[src/rtl/nubus_slave_resp.sv]
// nubus_slave_resp: NuBus slave that turns NuBus read/write cycles into single memory requests
//   mem_clk, mem_reset      : clock (rising edge = NuBus sample edge), synchronous active-high reset
//   nub_idn                 : active-low slot ID
//   nub_startn/ackn/tm0n/tm1n, nub_adn : active-low NuBus inputs
//   nub_adn_o/nub_ad_oe     : AD drive value and enable (read data during ACK)
//   nub_tmn_o/nub_ackn_o/nub_ctl_oe : status, ACK and their shared enable
//   mem_valid/ready, mem_addr/wstrb/wdata/rdata : memory request port
//   mem_myslot              : latched slot match of the current transaction
module nubus_slave_resp #(
    parameter int TIMEOUT_CYCLES = 255
) (
    input  logic        mem_clk,
    input  logic        mem_reset,
    input  logic [3:0]  nub_idn,
    input  logic        nub_startn,
    input  logic        nub_ackn,
    input  logic        nub_tm0n,
    input  logic        nub_tm1n,
    input  logic [31:0] nub_adn,
    output logic [31:0] nub_adn_o,
    output logic        nub_ad_oe,
    output logic [1:0]  nub_tmn_o,
    output logic        nub_ackn_o,
    output logic        nub_ctl_oe,
    output logic        mem_valid,
    output logic [3:0]  mem_wstrb,
    output logic [31:0] mem_addr,
    output logic [31:0] mem_wdata,
    input  logic [31:0] mem_rdata,
    input  logic        mem_ready,
    output logic        mem_myslot
);
    typedef enum logic [1:0] {IDLE, WDATA, MEM, ACK} state_t;
    localparam logic [1:0] ST_OK  = 2'b11;
    localparam logic [1:0] ST_ERR = 2'b10;
    localparam logic [1:0] ST_TO  = 2'b01;

    state_t      r_state, w_next;
    logic [31:0] w_a;
    logic        w_start, w_match, w_block, w_timeout, w_ack;
    logic [3:0]  w_mask;
    logic        r_write, r_myslot;
    logic [1:0]  r_status;
    logic [7:0]  r_cnt;
    logic [31:0] r_addr, r_wdata, r_rdata;
    logic [3:0]  r_wstrb;

    assign w_a       = ~nub_adn;
    assign w_start   = r_state == IDLE && !nub_startn && nub_ackn;
    assign w_match   = w_a[31:24] == {4'hF, ~nub_idn};
    assign w_block   = nub_tm0n && w_a[1:0] == 2'b01;
    assign w_mask    = !nub_tm0n ? 4'b0001 << w_a[1:0] :
                       w_a[1:0] == 2'b00 ? 4'hF :
                       w_a[1:0] == 2'b10 ? 4'h3 :
                       w_a[1:0] == 2'b11 ? 4'hC : 4'h0;
    // r_cnt holds the number of MEM edges already spent without mem_ready
    assign w_timeout = r_cnt == 8'(TIMEOUT_CYCLES - 1);
    assign w_ack     = r_state == ACK;

    always_ff @(posedge mem_clk) begin
        if (mem_reset)
            r_state <= IDLE;
        else
            r_state <= w_next;
    end

    always_comb begin
        w_next = r_state;
        case (r_state)
            IDLE:    if (w_start && w_match) w_next = w_block ? ACK : !nub_tm1n ? WDATA : MEM;
            WDATA:   w_next = MEM;
            MEM:     if (mem_ready || w_timeout) w_next = ACK;
            default: w_next = IDLE;
        endcase
    end

    always_ff @(posedge mem_clk) begin
        if (mem_reset) begin
            r_write  <= 1'b0;
            r_myslot <= 1'b0;
            r_status <= ST_OK;
            r_cnt    <= 8'd0;
            r_addr   <= 32'd0;
            r_wdata  <= 32'd0;
            r_rdata  <= 32'd0;
            r_wstrb  <= 4'h0;
        end else begin
            if (w_start)
                r_myslot <= w_match;
            else if (w_ack)
                r_myslot <= 1'b0;
            if (w_start && w_match) begin
                r_write  <= !nub_tm1n;
                r_addr   <= {w_a[31:2], 2'b00};
                r_wstrb  <= !nub_tm1n ? w_mask : 4'h0;
                // cleared so reads that end in error/timeout return all-ones on AD
                r_rdata  <= 32'd0;
                r_status <= w_block ? ST_ERR : ST_OK;
            end
            if (r_state == WDATA)
                r_wdata <= w_a;
            r_cnt <= r_state == MEM ? r_cnt + 8'd1 : 8'd0;
            if (r_state == MEM) begin
                if (mem_ready && !r_write)
                    r_rdata <= mem_rdata;
                else if (!mem_ready && w_timeout)
                    r_status <= ST_TO;
            end
        end
    end

    always_comb begin
        mem_valid  = r_state == MEM;
        nub_ctl_oe = w_ack;
        nub_ackn_o = !w_ack;
        nub_tmn_o  = w_ack ? r_status : ST_OK;
        nub_ad_oe  = w_ack && !r_write;
        nub_adn_o  = w_ack && !r_write ? ~r_rdata : '1;
    end

    assign mem_addr   = r_addr;
    assign mem_wstrb  = r_wstrb;
    assign mem_wdata  = r_wdata;
    assign mem_myslot = r_myslot;
endmodule

[config.mk]
export PLATFORM = sky130hd
export DESIGN_NAME = nubus_slave_resp
export DESIGN_NICKNAME = d
export VERILOG_FILES = /design/src/rtl/nubus_slave_resp.sv
export SDC_FILE = /design/constraint.sdc
export NUM_CORES = 1
export LEC_CHECK = 0
export ABC_AREA = 1
export CAP_MARGIN = 20
export CORE_MARGIN = 2
export CORE_UTILIZATION = 48
export CTS_BUF_LIST = sky130_fd_sc_hd__clkbuf_8
export CTS_CLUSTER_DIAMETER = 80
export DETAILED_ROUTE_END_ITERATION = 12
export GPL_TIMING_DRIVEN = 1
export PLACE_DENSITY = 0.89
export SKIP_LAST_GASP = 1
export SLEW_MARGIN = 30
export SYNTH_ARGS = -nofsm -noshare
export SYNTH_HDL_FRONTEND = slang
export SYNTH_SLANG_ARGS = --single-unit
[constraint.sdc]
create_clock -name mem_clk -period 3.6 [get_ports mem_clk]
set_input_delay 0.72 -clock mem_clk [delete_from_list [all_inputs] [get_ports mem_clk]]
set_output_delay 0.72 -clock mem_clk [all_outputs]
set_load 0.02 [all_outputs]
After elaboration in Yosys (flattened, before gate mapping)
Cells that the tools add are included.
{ "word_totals": {"ff_bits": 112} }
{ "classes": {"n_addsub": 1, "eq_ne": 10, "n_shift": 1, "n_mux": 22, "n_bitwise": 4, "reduce_logical": 18} }
{ "op_table": {"columns": ["cell", "count"], "rows": [
  ["$mux 32", 4],
  ["$not 32->32", 2],
  ["$mux 4", 5],
  ["$mux 2", 9],
  ["$add 8x1->8 const B", 1],
  ["$eq 2x2->1 const B", 4],
  ["$eq 8x8->1", 1],
  ["$eq 8x8->1 const B", 1],
  ["$logic_and 1x1->1", 7],
  ["$pmux 2 s3", 1],
  ["$logic_not 1->1", 5],
  ["$eq 2x1->1 const B", 2],
  ["$logic_not 2->1", 2],
  ["$ne 2x1->1 const B", 2],
  ["$not 4->4", 1],
  ["$shl 1x2->4 const A", 1],
  ["$mux 1", 3],
  ["$reduce_and 2->1", 1],
  ["$reduce_bool 2->1", 1],
  ["$reduce_or 2->1", 1],
  ["$logic_or 1x1->1", 1],
  ["$not 1->1", 1]
]} }

Depth between registers and ports, before layout
{ "depth": {"word_depth": 8, "ltp_mapped": 9, "ltp_nobuf": 9} }

Least setup slack after synthesis
Ideal clock, no wire load.
{ "synth_timing": {"kind": "register -> output", "start": "register r_state[0]", "end": "output port nub_adn_o[22]", "arrival_ps": 1805, "required_ps": 2880, "path_slack_ps": 1075, "path_stages_with_launch": 6, "path_buffers": 1, "path_cell_list": "dfxtp_1 > ha_1 > inv_1 > nor2_1 > clkbuf_1 > nand2_1"} }
{ "synth_between": {"elab_chain_len": 3} }
{ "synth_rtl": {"columns": ["element", "line", "rtl"], "rows": [
  ["start: declaration", "38", "state_t r_state, w_next;"],
  ["start signal: assignment", "64", "r_state <= w_next;"],
  ["$eq 2x2->1", "58", "assign w_ack = r_state == ACK;"],
  ["net nub_ctl_oe", "24", "output logic nub_ctl_oe,"],
  ["$logic_and 1x1->1", null, null],
  ["net nub_ad_oe", "21", "output logic nub_ad_oe,"],
  ["$mux 32", "118", "nub_adn_o = w_ack && !r_write ? ~r_rdata : '1;"],
  ["end: declaration", "20", "output logic [31:0] nub_adn_o,"]
]} }
The timed path passes the listed nets, and every way through them passes these cells.

Final worst setup path
{ "layout_timing": {"start": "register r_state[0]", "end": "output port nub_ad_oe"} }
{ "layout_between": {"elab_chain_len": 2} }
{ "layout_rtl": {"columns": ["element", "line", "rtl"], "rows": [
  ["$eq 2x2->1", "58", null],
  ["$logic_and 1x1->1", "117", "nub_ad_oe = w_ack && !r_write;"],
  ["end: declaration", "21", null]
]} }
No other way between the ends.

==> key figures <==
Outcome
  – Status: finished, final reports clean

Power
  – Switching share of total power: 0.3319
  – Switching power total: 1093 uW
  – Proportion of power drawn by flip-flops and latches: 0.469
  – Internal Dissipation: 2200 uW
  – Power density over the cells: 499.0 nW/um2
  – Clock share of power: 0.233
  – Share of power burned in combinational logic: 0.298
  – Peak ir drop on the vdd network: 0.3673 mV
  – Cell leakage power: 0.002579 uW

STA
  – Final count of pins violating max slew: 0
  – Clk_skew: 11.05 ps
  – Final setup violating endpoints: 0
  – Worst slew pin tran: 585.2 ps
  – Worst slew margin: 0.6099
  – RSZ-0062 raised after global routing: no
  – Final hold violation count: 0
  – Max Fclk: 331.3 MHz
  – Final period demand of the worst path: 3018 ps
  – Final Cycle Share: 0.8383
  – Setup total negative slack: 0 ps

Clocking
  – Post-CTS repair timing setup buffer count: 0
  – Clock sink total: 112
  – Cts repair resizes: 0
  – Post-CTS clock slew at the launch and capture registers of the worst setup and hold paths: 110 ps
  – Number of CTS-inserted buffers: 9
  – Maximum buffer depth of the clock tree: 2
  – TritonCTS clock tree: done
  – CTS root buffer: sky130_fd_sc_hd__clkbuf_8
  – # H-tree levels: 3
  – CTS Hold Bufs: 0
  – Clk_lat worst skew: 350 ps

Place
  – GP Congestion: 0.8238
  – PortBufs: 179
  – Detailed placement HPWL: 9399 um

Min path
  – Worst Hold Class: reg -> reg
  – Hold path depth: 2

Layout
  – Final core utilization: 0.7144
  – Register area: 2242 um2
  – Growth of design area from synthesis to finish: 44.31%
  – Number of filler instances in the final layout: 710
  – Proportion of layout cells with a drive suffix above 1: 0.07590
  – Nets@finish: 832
  – Area occupied by multi-input gates: 1973 um2
  – Number of diodes: 0

Global routing
  – Total routing resource utilization after global routing: 0.2406
  – First-pass GRT wire length: 19920 um
  – Antenna violations before repair: 0
  – Pin count of the biggest net entering global routing: 75
  – Overflow left after global routing: 0
  – Vias in the first global route: 4257

Detailed routing
  – Initial DRT Pass Iterations: 5
  – 1st-iter DRT viols: 144
  – Post-route DRC violation count: 0
  – Number of routed nets with antenna violations: 0
  – Routed length per instance: 14.49 um
  – Vias per Instance: 5.085
  – Via count: 4475
  – Total routed wirelength: 12750 um

Worst setup path
  – Category of the most critical setup path: reg -> out
  – Type of destination of the critical path: primary output
  – Count of cells along the worst register-to-register path: 8
  – Type of element launching the critical path: flip-flop
  – CP Data Required Time: 2880 ps
  – CP max FO: 33
  – Arrival time at the worst endpoint: 2300 ps

Flow run
  – Max-cap violations: 0

Synthesis
  – Number of cells produced by synthesis: 588
  – Main combinational cell family by area after synthesis: compound AO/OA/AOI/OAI gates
  – Yosys Warn Count: 0
  – Cell type contributing the most total cell area after synthesis: sky130_fd_sc_hd__dfxtp_1
  – Flip-flop and latch count after synthesis: 112
  – Synth Area in Adders: 0.03009
  – Ys async rst share: 0
  – Synthesized-area fraction occupied by xor and xnor cells: 0.001915
  – Synth Area in Simple Gates: 0.1789
  – Number of distinct standard cells referenced by the synthesized netlist: 31
  – Cell area after technology mapping: 4574 um2
  – Leading cell types by count after synthesis: sky130_fd_sc_hd__nand2_1, sky130_fd_sc_hd__dfxtp_1, sky130_fd_sc_hd__a21oi_1, sky130_fd_sc_hd__o21ai_0, sky130_fd_sc_hd__inv_1
  – Synth Area in Compound Gates: 0.2139
  – Top-area cell type share of the netlist area: 0.4902
  – EDFF count, synth: 0
  – Most area-consuming cells after synthesis: sky130_fd_sc_hd__dfxtp_1, sky130_fd_sc_hd__nand2_1, sky130_fd_sc_hd__a21oi_1
  – Mean Syn Cell Area: 7.780 um2
  – Top-count cell post-synth: sky130_fd_sc_hd__nand2_1
  – Sequential cell area fraction in the yosys report: 0.4902
  – Leading register cell type out of synthesis: sky130_fd_sc_hd__dfxtp_1
  – Multiplexer share of the synthesized area: 0

Floorplanning
  – Number of placed I/O pins: 182
  – # rows: 35
  – Floorplan die width: 101.6 um
  – Die area: 10330 um2
  – Initial standard-cell utilization of the core: 0.4951
  – Die Ht: 101.6 um
  – Area of the core: 9240 um2
[power groups by stage]
stage               registers (uW)  logic, uW  clock network (uW)
finish                        1540        980                 769
global route                  1560       1070                 840
CTS                           1540        971                 784
detailed placement            1570        967                   0
global placement              1560        926                   0
floorplan                     1680        411                   0
[through the flow]
stage | instances | cell area [um2] | power [uW] | hold WS (ps) | setup slack (ps)
detailed placement | 864 | 6379 | 2536 | 453.9 | 988.7
floorplan | 589 | 4578 | 2088 | 425.8 | 1075
CTS | 880 | 6586 | 3296 | 471.3 | 647.5
global placement | 864 | 6379 | 2484 | 443.6 | 1136
finish | 880 | 6601 | 3294 | 473.0 | 582.0
global route | 880 | 6601 | 3471 | 487.8 | 448.4
[per-layer routing]
layer | routed length (um) | GRT usage | part of all wire | up-vias
met5 | 0 | 0 | 0 | -
met4 | 172 | 0.06861 | 0.013 | 0
met3 | 743 | 0.05659 | 0.058 | 15
met2 | 6771 | 0.4418 | 0.53 | 152
met1 | 5063 | 0.2769 | 0.40 | 2103
li1 | - | - | - | 2205
[final timing paths]
| kind | start | to | slack, ps |
|---|---|---|---|
| max reg2reg | r_state[1] | mem_addr[26] | 1610 |
| min reg2reg | r_rdata[27] | r_rdata[27] | 470 |
| min | r_rdata[27] | r_rdata[27] | 470 |
| max | r_state[0] | nub_ad_oe | 580 |
[final cells by class]
cell class | instances | area share
flip-flops and latches | 112 | 0.3397
multi-input cells | 392 | 0.2989
clock buffers | 9 | 0.01876
well taps | 129 | 0.02445
repair buffers | 183 | 0.2779
inverters | 48 | 0.02767
clock inverters | 7 | 0.01270
[cells in the final DEF (no fill, tap or decap), types with 3 or more instances in the layout]
cell type,n
sky130_fd_sc_hd__inv_6,4
sky130_fd_sc_hd__clkbuf_8,9
sky130_fd_sc_hd__dfxtp_1,112
sky130_fd_sc_hd__a21oi_2,19
sky130_fd_sc_hd__nand2_1,149
sky130_fd_sc_hd__o21a_1,5
sky130_fd_sc_hd__a21oi_1,83
sky130_fd_sc_hd__o21ai_0,66
sky130_fd_sc_hd__ha_1,10
sky130_fd_sc_hd__nand3_1,8
sky130_fd_sc_hd__clkdlybuf4s50_1,179
sky130_fd_sc_hd__or2_2,3
sky130_fd_sc_hd__inv_1,44
sky130_fd_sc_hd__nor2_1,26
sky130_fd_sc_hd__buf_4,3
sky130_fd_sc_hd__nor2_2,5
[cell families (layout without fill, tap and decap cells)]
logic type / after synthesis / count (layout)
AND/OR/NAND/NOR: 201 / 201
AO/OA/AOI/OAI: 177 / 177
buffers and inverters: 85 / 247
flip-flops: 112 / 112
XOR/XNOR: 1 / 1
adder cells (fa/ha/maj): 11 / 11
other: 1 / 2
[sequential cells by signal, summed over array words and instances (netlist names)]
name and cells:
r_cnt 8, mem_myslot 1, mem_addr 30, r_write 1
mem_wstrb 4, mem_wdata 32, r_state 2, r_rdata 32
r_status 2
[critical path, cell delays in order, from the launching register on]
cell and delay, ps:
sky130_fd_sc_hd__dfxtp_1 500, sky130_fd_sc_hd__ha_1 240, sky130_fd_sc_hd__inv_1 100, sky130_fd_sc_hd__nor2_2 90, sky130_fd_sc_hd__buf_4 320, sky130_fd_sc_hd__clkdlybuf4s50_1 670
Note: power is estimated with default switching activity, not from simulation.
